$ cat config.mk
export PLATFORM = sky130hd
export DESIGN_NAME = apb_node_timeout
export DESIGN_NICKNAME = d
export VERILOG_FILES = /design/src/rtl/apb_node_timeout.sv
export SDC_FILE = /design/constraint.sdc
export NUM_CORES = 1
export LEC_CHECK = 0
export CAP_MARGIN = 20
export CORE_AREA = 2 2 373 375
export CTS_CLUSTER_SIZE = 40
export DETAILED_ROUTE_END_ITERATION = 10
export DIE_AREA = 0 0 375 377
export SYNTH_ARGS = -nofsm -noshare
export SYNTH_HDL_FRONTEND = slang
export SYNTH_SLANG_ARGS = --single-unit
export TNS_END_PERCENT = 5
$ cat constraint.sdc
create_clock -name clk_i -period 6.15 [get_ports clk_i]
set_input_delay 1.5375 -clock clk_i [delete_from_list [all_inputs] [get_ports clk_i]]
set_output_delay 1.5375 -clock clk_i [all_outputs]
set_load 0.01 [all_outputs]
$ cat src/rtl/apb_node_timeout.sv
// APB 1-to-NB_MASTER node: range decode, PSLVERR on miss or watchdog expiry, saturating error count.
// Latency: hit = 3 cycles minimum (SETUP, ACCESS, RESP); miss = 1 cycle. Upstream waits via pready_o; new transfers are accepted only in IDLE.
module apb_node_timeout #(
  parameter int NB_MASTER      = 8,
  parameter int APB_ADDR_WIDTH = 32,
  parameter int APB_DATA_WIDTH = 32,
  parameter int TIMEOUT_CYCLES = 256,
  parameter logic [APB_DATA_WIDTH-1:0] ERR_RDATA = 'hBADC0DE0
) (
  input  logic                                clk_i,
  input  logic                                rst_ni,
  input  logic [APB_ADDR_WIDTH-1:0]           paddr_i,
  input  logic [APB_DATA_WIDTH-1:0]           pwdata_i,
  input  logic                                pwrite_i,
  input  logic                                psel_i,
  input  logic                                penable_i,
  output logic [APB_DATA_WIDTH-1:0]           prdata_o,
  output logic                                pready_o,
  output logic                                pslverr_o,
  output logic [APB_ADDR_WIDTH-1:0]           paddr_o,
  output logic [APB_DATA_WIDTH-1:0]           pwdata_o,
  output logic                                pwrite_o,
  output logic [NB_MASTER-1:0]                psel_o,
  output logic                                penable_o,
  input  logic [NB_MASTER*APB_DATA_WIDTH-1:0] prdata_i,
  input  logic [NB_MASTER-1:0]                pready_i,
  input  logic [NB_MASTER-1:0]                pslverr_i,
  input  logic [NB_MASTER*APB_ADDR_WIDTH-1:0] start_addr_i,
  input  logic [NB_MASTER*APB_ADDR_WIDTH-1:0] end_addr_i,
  output logic                                timeout_o,
  output logic [7:0]                          err_cnt_o
);

  localparam int AW  = APB_ADDR_WIDTH;
  localparam int DW  = APB_DATA_WIDTH;
  localparam bit WD_EN = (TIMEOUT_CYCLES > 0);
  localparam int WDW = WD_EN ? (($clog2(TIMEOUT_CYCLES + 1) > 0) ? $clog2(TIMEOUT_CYCLES + 1) : 1) : 1;
  localparam logic [WDW-1:0] WD_LAST = WDW'(WD_EN ? TIMEOUT_CYCLES - 1 : 0);

  typedef enum logic [1:0] {IDLE, SETUP, ACCESS, RESP} state_t;

  state_t                state;
  logic [NB_MASTER-1:0]  sel_q;
  logic [NB_MASTER-1:0]  dec_sel;
  logic                  dec_hit;
  logic [WDW-1:0]        wd_cnt;
  logic                  sel_rdy;
  logic                  sel_err;
  logic [DW-1:0]         sel_rdata;
  logic [7:0]            err_cnt_inc;

  // Lowest matching index wins; an inverted region (start > end) can never satisfy both bounds.
  always_comb begin
    dec_sel = '0;
    dec_hit = 1'b0;
    for (int k = 0; k < NB_MASTER; k++) begin
      if (!dec_hit && (start_addr_i[k*AW +: AW] <= paddr_i) && (paddr_i <= end_addr_i[k*AW +: AW])) begin
        dec_sel[k] = 1'b1;
        dec_hit    = 1'b1;
      end
    end
  end

  always_comb begin
    sel_rdy   = |(pready_i & sel_q);
    sel_err   = |(pslverr_i & sel_q);
    sel_rdata = '0;
    for (int k = 0; k < NB_MASTER; k++) begin
      if (sel_q[k]) sel_rdata = sel_rdata | prdata_i[k*DW +: DW];
    end
  end

  assign err_cnt_inc = (&err_cnt_o) ? err_cnt_o : err_cnt_o + 8'd1;

  always_ff @(posedge clk_i or negedge rst_ni) begin
    if (!rst_ni) begin
      state     <= IDLE;
      sel_q     <= '0;
      wd_cnt    <= '0;
      psel_o    <= '0;
      penable_o <= 1'b0;
      paddr_o   <= '0;
      pwdata_o  <= '0;
      pwrite_o  <= 1'b0;
      prdata_o  <= '0;
      pready_o  <= 1'b0;
      pslverr_o <= 1'b0;
      timeout_o <= 1'b0;
      err_cnt_o <= '0;
    end else begin
      pready_o  <= 1'b0;
      pslverr_o <= 1'b0;
      prdata_o  <= '0;
      timeout_o <= 1'b0;
      case (state)
        IDLE: begin
          if (psel_i && !penable_i) begin
            paddr_o  <= paddr_i;
            pwdata_o <= pwdata_i;
            pwrite_o <= pwrite_i;
            sel_q    <= dec_sel;
            if (dec_hit) begin
              psel_o <= dec_sel;
              state  <= SETUP;
            end else begin
              pready_o  <= 1'b1;
              pslverr_o <= 1'b1;
              prdata_o  <= ERR_RDATA;
              err_cnt_o <= err_cnt_inc;
              state     <= RESP;
            end
          end
        end
        SETUP: begin
          penable_o <= 1'b1;
          wd_cnt    <= '0;
          state     <= ACCESS;
        end
        ACCESS: begin
          if (sel_rdy) begin
            psel_o    <= '0;
            penable_o <= 1'b0;
            pready_o  <= 1'b1;
            pslverr_o <= sel_err;
            prdata_o  <= sel_rdata;
            if (sel_err) err_cnt_o <= err_cnt_inc;
            state     <= RESP;
          end else if (WD_EN && (wd_cnt == WD_LAST)) begin
            // Last permitted wait cycle passed without ready: abort.
            psel_o    <= '0;
            penable_o <= 1'b0;
            pready_o  <= 1'b1;
            pslverr_o <= 1'b1;
            prdata_o  <= ERR_RDATA;
            timeout_o <= 1'b1;
            err_cnt_o <= err_cnt_inc;
            state     <= RESP;
          end else if (WD_EN) begin
            wd_cnt <= wd_cnt + 1'b1;
          end
        end
        RESP: begin
          state <= IDLE;
        end
        default: state <= IDLE;
      endcase
    end
  end

endmodule

==> results of run 1 <==
## logic make-up (layout without fill, tap and decap cells)
logic type,count (synthesis),after routing
multiplexers,36,36
adder cells (fa/ha/maj),518,518
buffers and inverters,365,1401
AO/OA/AOI/OAI,661,661
flip-flops,136,136
AND/OR/NAND/NOR,530,530
XOR/XNOR,10,10
other,0,21
## worst reg2reg max path, cell delays in order, from the launching register on
cell and delay [ps]:
dfrtp_1 400, a22oi_1 170, and4_1 510, buf_4 310, nand2b_1 770, a31oi_1 270, a311o_1 340
## synthesized netlist by cell type, types with 23 or more instances
library cell	count	area (µm²)
a211oi_1	23	173
a21o_1	46	345
a21oi_1	198	991
a221oi_1	25	219
a22oi_1	104	781
clkbuf_1	51	191
dfrtp_1	136	3400
ha_1	518	6480
inv_1	310	1160
mux2_2	34	383
nand2_1	142	533
nand3_1	70	350
nand4_1	135	845
nor2_1	66	248
o211ai_1	23	173
o21ai_0	112	561
## cells in the final DEF, fill, tap and decap left out, types with 11 or more instances in the layout
cell,n
nand3_1,70
clkdlybuf4s50_1,968
ha_1,518
o211ai_1,23
a22oi_1,104
diode_2,21
a221oi_1,25
a21o_1,46
a31oi_1,20
mux2_2,34
nand4_1,135
o21ai_0,112
a211oi_1,23
buf_4,90
nor2_1,66
and3_1,12
nor4_1,15
nand2_1,141
o21ai_1,12
a22o_1,19
inv_1,310
nor3_1,21
dfrtp_1,136
a2111oi_0,11
clkbuf_16,17
nor2b_1,21
a21oi_1,198
## per-stage QoR
| step | utilization | setup WS [ps] | hold WS [ps] | area [µm²] |
|---|---|---|---|---|
| 2_1_floorplan | - | 2040 | 466 | 18800 |
| 3_3_place_gp | 0.228 | -21.3 | 467 | 31200 |
| 3_5_place_dp | 0.228 | -58.8 | 471 | 31200 |
| 4_1_cts | 0.232 | 440 | 489 | 31800 |
| 5_1_grt | 0.233 | 195 | 503 | 31900 |
| 6_report | 0.233 | 658 | 483 | 31900 |
## where the power goes
part | leakage [nW] | internal [W] | switching [W] | total [W]
Combinational | 12.2 | 0.000846 | 0.000755 | 0.00160
Clock | 0.287 | 0.000585 | 0.000489 | 0.00107
Sequential | 1.87 | 0.000894 | 0 | 0.000894
Total | 14.3 | 0.00232 | 0.00124 | 0.00357
## flip-flops by register name, summed over array words and instances (netlist names), 2 cells and up
register,count
wd_cnt,9
prdata_o,32
err_cnt_o,8
sel_q,8
psel_o,8
pwdata_o,32
state,2
paddr_o,32
## metal layers
metal	vias up	track usage	wire [µm]
met4	6	0.0674	5670
met2	959	0.337	67300
met1	10400	0.185	47600
met3	195	0.0252	6410
met5	-	0	35
li1	10500	-	-
## cell type report
type,count,area [µm²]
Antenna cell,21,52.6
Clock buffer,18,439
Clock inverter,14,156
Fill cell,15000,105000
Inverter,310,1160
Multi-Input combinational cell,1755,14000
Sequential cell,136,3400
Tap cell,1794,2240
Timing Repair Buffer,1059,10400
## how the worst min path moves through the flow
stage                            from          end  slack [ps]
final                     paddr_o[22]  paddr_o[22]         480
after global routing       paddr_o[1]   paddr_o[1]         500
after CTS                  paddr_o[3]   paddr_o[3]         490
after detailed placement   paddr_o[1]   paddr_o[1]         470
after global placement     paddr_o[3]   paddr_o[3]         470
after floorplan             wd_cnt[4]    wd_cnt[4]         470
==> results by group, run 1 <==
CTS
  • Clock insertion delay at the later pin of the skew report: 470 ps
  • Worst-path clk slew: 70 ps
  • Post_cts resized: 0
  • Post-CTS Setup Repair Bufs: 0
  • CTS Hold Bufs: 0
  • CTS tree: done
  • CTS HTree Levels: 4
  • Clk buf depth: 2
  • CTS Buf Count: 17
  • Clock Tree Root: clkbuf_16
  • CTS Sinks: 136

Synth
  • Synth warn: 0
  • Post-synthesis mux area share: 0.0217
  • Post-Syn Instances: 2256
  • Adder-cell share of the synthesized area: 0.345
  • EDFF count, synth: 0
  • Netlist cell types: 66
  • Flops & latches, synth: 136
  • Synth Area in Compound Gates: 0.228
  • Post-synthesis async set-or-reset flop share: 1.00
  • Syn Area/Cell: 8.33 µm²
  • Top FF cell, synth: dfrtp_1
  • Post-Synth Simple-Gate Area: 0.146
  • Syn Nets: 3627
  • Largest family of logic cells by synthesized area: adder cells
  • XOR/XNOR share of the synthesized area: 0.00466
  • Part of the Yosys area used for sequential elements: 0.181
  • Cell area after synthesis: 18800 µm²

Route
  • DRC: 0
  • Vias per cell: 4.33
  • Routed Antenna Nets: 0
  • Initial DRC Count: 1028
  • Pre-Repair DR Iteration Count: 7
  • Per-cell routed wire length: 24.9 µm
  • Vias: 22100
  • Routed wire length: 127000 µm

Min path
  • Worst Hold Class: reg2reg
  • Worst Hold Path Cells: 2

Power and ir drop
  • VDD IR max: 0.203 mV
  • Power per cell area: 112 nW/µm²
  • Power, Total: 0.00357 W
  • LEAKAGE: 14.3 nW

Cells and area
  • Fin cells: 5107
  • Layout cells sized above 1: 0.0547
  • Area grow syn2layout: 69.7%
  • Fin nets: 4650

Worst setup path
  • Critical Path End Type: register
  • CP Class: in2reg
  • Crit path depth: 15
  • Critical Path Sink: psel_o[0]
  • Reg2reg start: sel_q[0]
  • Reg2reg end: prdata_o[31]
  • Critical Path AT: 5840 ps
  • Critical path's most frequent cell: buf_4
  • Crit path buf inv count: 5
  • R2r worst-path depth: 6
  • CP Launch Type: input pin
  • R2r setup slk: 3280 ps
  • Worst path max stage delay: 800 ps
  • WP data required: 6500 ps
  • Critical-path cell list: clkdlybuf4s50_1 > buf_4 > ha_1 > nand4_1 > nor4_1 > buf_4 > or3b_2 > a2bb2oi_1 > buf_4 > nand3_1 > nand3_1 > nor3_4 > buf_4 > a21o_1 > a22o_1
  • CP max FO: 6
  • CP max-delay cell: nor4_1
  • Cell family with most CP delay: simple AND/OR/NAND/NOR gates
  • Crit path from: paddr_i[7]

Floorplan
  • Starting Density: 0.137
  • Top-Level Pins: 970
  • FP Rows: 136
  • DIE AREA: 141000 µm²
  • Core Footprint: 137000 µm²
  • Die height: 377 µm
  • Die W: 375 µm

STA
  • Max-slew headroom: 0.302
  • Final Skew: 21.4 ps
  • Final Hold Vio Count: 0
  • Measured slew at the worst slew-check pin: 1040 ps
  • RSZ-0062 raised after global routing: false
  • Final Max Slew Viols: 0
  • Final setup TNS: 0 ps
  • Maximum clock rate: 182 MHz
  • Final Cycle Share: 0.893
  • Final number of setup-violating endpoints: 0
  • Tmin final: 5490 ps

Global routing
  • Initial antenna violation count: 37
  • Vias in the first global route: 23000
  • Global-route wire length before repair: 172000 µm
  • Grt ovf: 0
  • Largest net degree at the start of global routing: 67
  • Overall routing resource usage: 0.173

Run status
  • Run status: finished clean

Placement
  • Gp weighted congestion: 0.952
  • Placed Cells: 5054
  • DP HPWL: 112000 µm
  • PortBufs: 969

Job
  • Max-Cap Viols: 0
(Power assumes the default switching activity.)
==> run 2: changes to the inputs <==
- CORE_AREA: 2 2 373 375 -> 2 2 374 376
- DIE_AREA: 0 0 375 377 -> 0 0 376 378
- clock period: 6.15 -> 5.5 ns (I/O delays scaled with it)
==> results by group, run 2 (same netlist as run 1, synthesis figures left out) <==
Route
  • Per-cell routed wire length: 24.7 µm
  • Initial DRC Count: 1111
  • Vias per cell: 4.32
  • Routed Antenna Nets: 0
  • Vias: 22200
  • Routed wire length: 127000 µm
  • Pre-Repair DR Iteration Count: 5
  • DRC: 0

Floorplan
  • DIE AREA: 142000 µm²
  • Core Footprint: 139000 µm²
  • Die W: 376 µm
  • Starting Density: 0.136
  • FP Rows: 137
  • Die height: 378 µm
  • Top-Level Pins: 970

STA
  • Measured slew at the worst slew-check pin: 972 ps
  • Final number of setup-violating endpoints: 0
  • Final Max Slew Viols: 0
  • RSZ-0062 raised after global routing: false
  • Max-slew headroom: 0.346
  • Tmin final: 5250 ps
  • Maximum clock rate: 190 MHz
  • Final Skew: 10.4 ps
  • Final Cycle Share: 0.955
  • Final Hold Vio Count: 0

Cells and area
  • Fin cells: 5145
  • Commonest cells after routing, fill and taps aside: clkdlybuf4s50_1 (968), ha_1 (518), inv_1 (310), a21oi_1 (198), nand2_1 (141)
  • Layout cells sized above 1: 0.0621
  • Fillcell total: 15100
  • Multi-input gate area: 14000 µm²
  • Final core utilization: 0.232
  • Largest registers: paddr_o x32, prdata_o x32, pwdata_o x32
  • Most common cell after layout, fill and taps aside: clkdlybuf4s50_1
  • Area grow syn2layout: 70.9%
  • Fin nets: 4674
  • Design area: 32100 µm²
  • Register Area: 3410 µm²

Power and ir drop
  • VDD IR max: 0.207 mV
  • Power per cell area: 125 nW/µm²
  • LEAKAGE: 14.5 nW

Worst setup path
  • CP max FO: 17
  • Critical Path End Type: register
  • CP Launch Type: input pin
  • Critical Path AT: 5620 ps
  • WP data required: 5860 ps
  • CP Class: in2reg
  • R2r setup slk: 2380 ps

CTS
  • CTS Hold Bufs: 0
  • CTS HTree Levels: 4
  • Clk buf depth: 2
  • Clock insertion delay at the later pin of the skew report: 470 ps
  • Post-CTS Setup Repair Bufs: 0
  • CTS tree: done
  • CTS Buf Count: 17
  • Post_cts resized: 0
  • Worst-path clk slew: 80 ps
  • CTS Sinks: 136
  • Clock Tree Root: clkbuf_16

Placement
  • Gp weighted congestion: 0.969
  • PortBufs: 969
  • Area post-placement: 31400 µm²
  • DP HPWL: 112000 µm
  • Placed Cells: 5091

Global routing
  • Largest net degree at the start of global routing: 86
  • Initial antenna violation count: 34
  • Global-route wire length before repair: 171000 µm
  • Grt ovf: 0
  • Overall routing resource usage: 0.171
  • Vias in the first global route: 22900

Min path
  • Worst Hold Class: reg2reg

Job
  • Max-Cap Viols: 0

Run status
  • Run status: finished clean
run 2: cell types whose count changed in the layout (fill, tap and decap cells not counted), moves of 2 or more:
cell / change
clkinv_8: +3
buf_4: +21
dfrtp_1: -2
dfrtp_2: +2
inv_8: +2
buf_12: +2
clkinv_4: -2
run 2: worst paths after layout:
path | from | end | cells after the start
hold reg to reg | paddr_o[12] | paddr_o[12] | 2
setup / recovery | paddr_i[14] | prdata_o[8] | 15
setup reg to reg | sel_q[7] | wd_cnt[5] | 8
min in group asynchronous | rst_ni | pwdata_o[16] | 1
hold / removal | paddr_o[12] | paddr_o[12] | 2
max in group asynchronous | rst_ni | pwdata_o[6] | 2
run 2: report_power, final:
part / internal (W) / switching (W) / total (W) / leakage, nW
sequential: 0.000999 / 0 / 0.000999 / 1.86
clock: 0.000612 / 0.000593 / 0.00121 / 0.290
combinational: 0.000963 / 0.000848 / 0.00181 / 12.3
total: 0.00257 / 0.00144 / 0.00402 / 14.5
run 2: critical path, cell delays in order:
cell	delay, ps
clkdlybuf4s50_1	580
inv_1	220
ha_1	380
nand4_1	230
or2_2	370
a211oi_1	320
a211oi_1	200
buf_4	180
o211ai_1	100
a211o_1	280
nand4_2	220
nor3_4	420
buf_4	190
nand3_2	290
o21ai_0	220
run 2: area by class of cell:
cell class / count / area share
Sequential cell: 136 / 0.106
Timing Repair Buffer: 1083 / 0.329
Clock inverter: 15 / 0.00538
Tap cell: 1807 / 0.0704
Clock buffer: 17 / 0.0132
Inverter: 310 / 0.0362
Multi-Input combinational cell: 1755 / 0.437
Antenna cell: 22 / 0.00171
run 2: through the flow:
step	hold WS, ps	power, W	setup TNS (ps)	setup slack, ps
2_1_floorplan	466	0.00169	0	1550
3_3_place_gp	465	0.00282	-24470	-824
3_5_place_dp	471	0.00284	-13500	-482
4_1_cts	488	0.00410	0	23.7
5_1_grt	514	0.00428	0	26.2
6_report	481	0.00402	0	246
run 2: metal layers:
| layer | vias to the layer above | GRT usage | wire length (µm) |
|---|---|---|---|
| met4 | 12 | 0.0691 | 4590 |
| met2 | 871 | 0.337 | 69500 |
| li1 | 10600 | - | - |
| met1 | 10600 | 0.177 | 46300 |
| met5 | - | 0 | 68 |
| met3 | 156 | 0.0292 | 6830 |
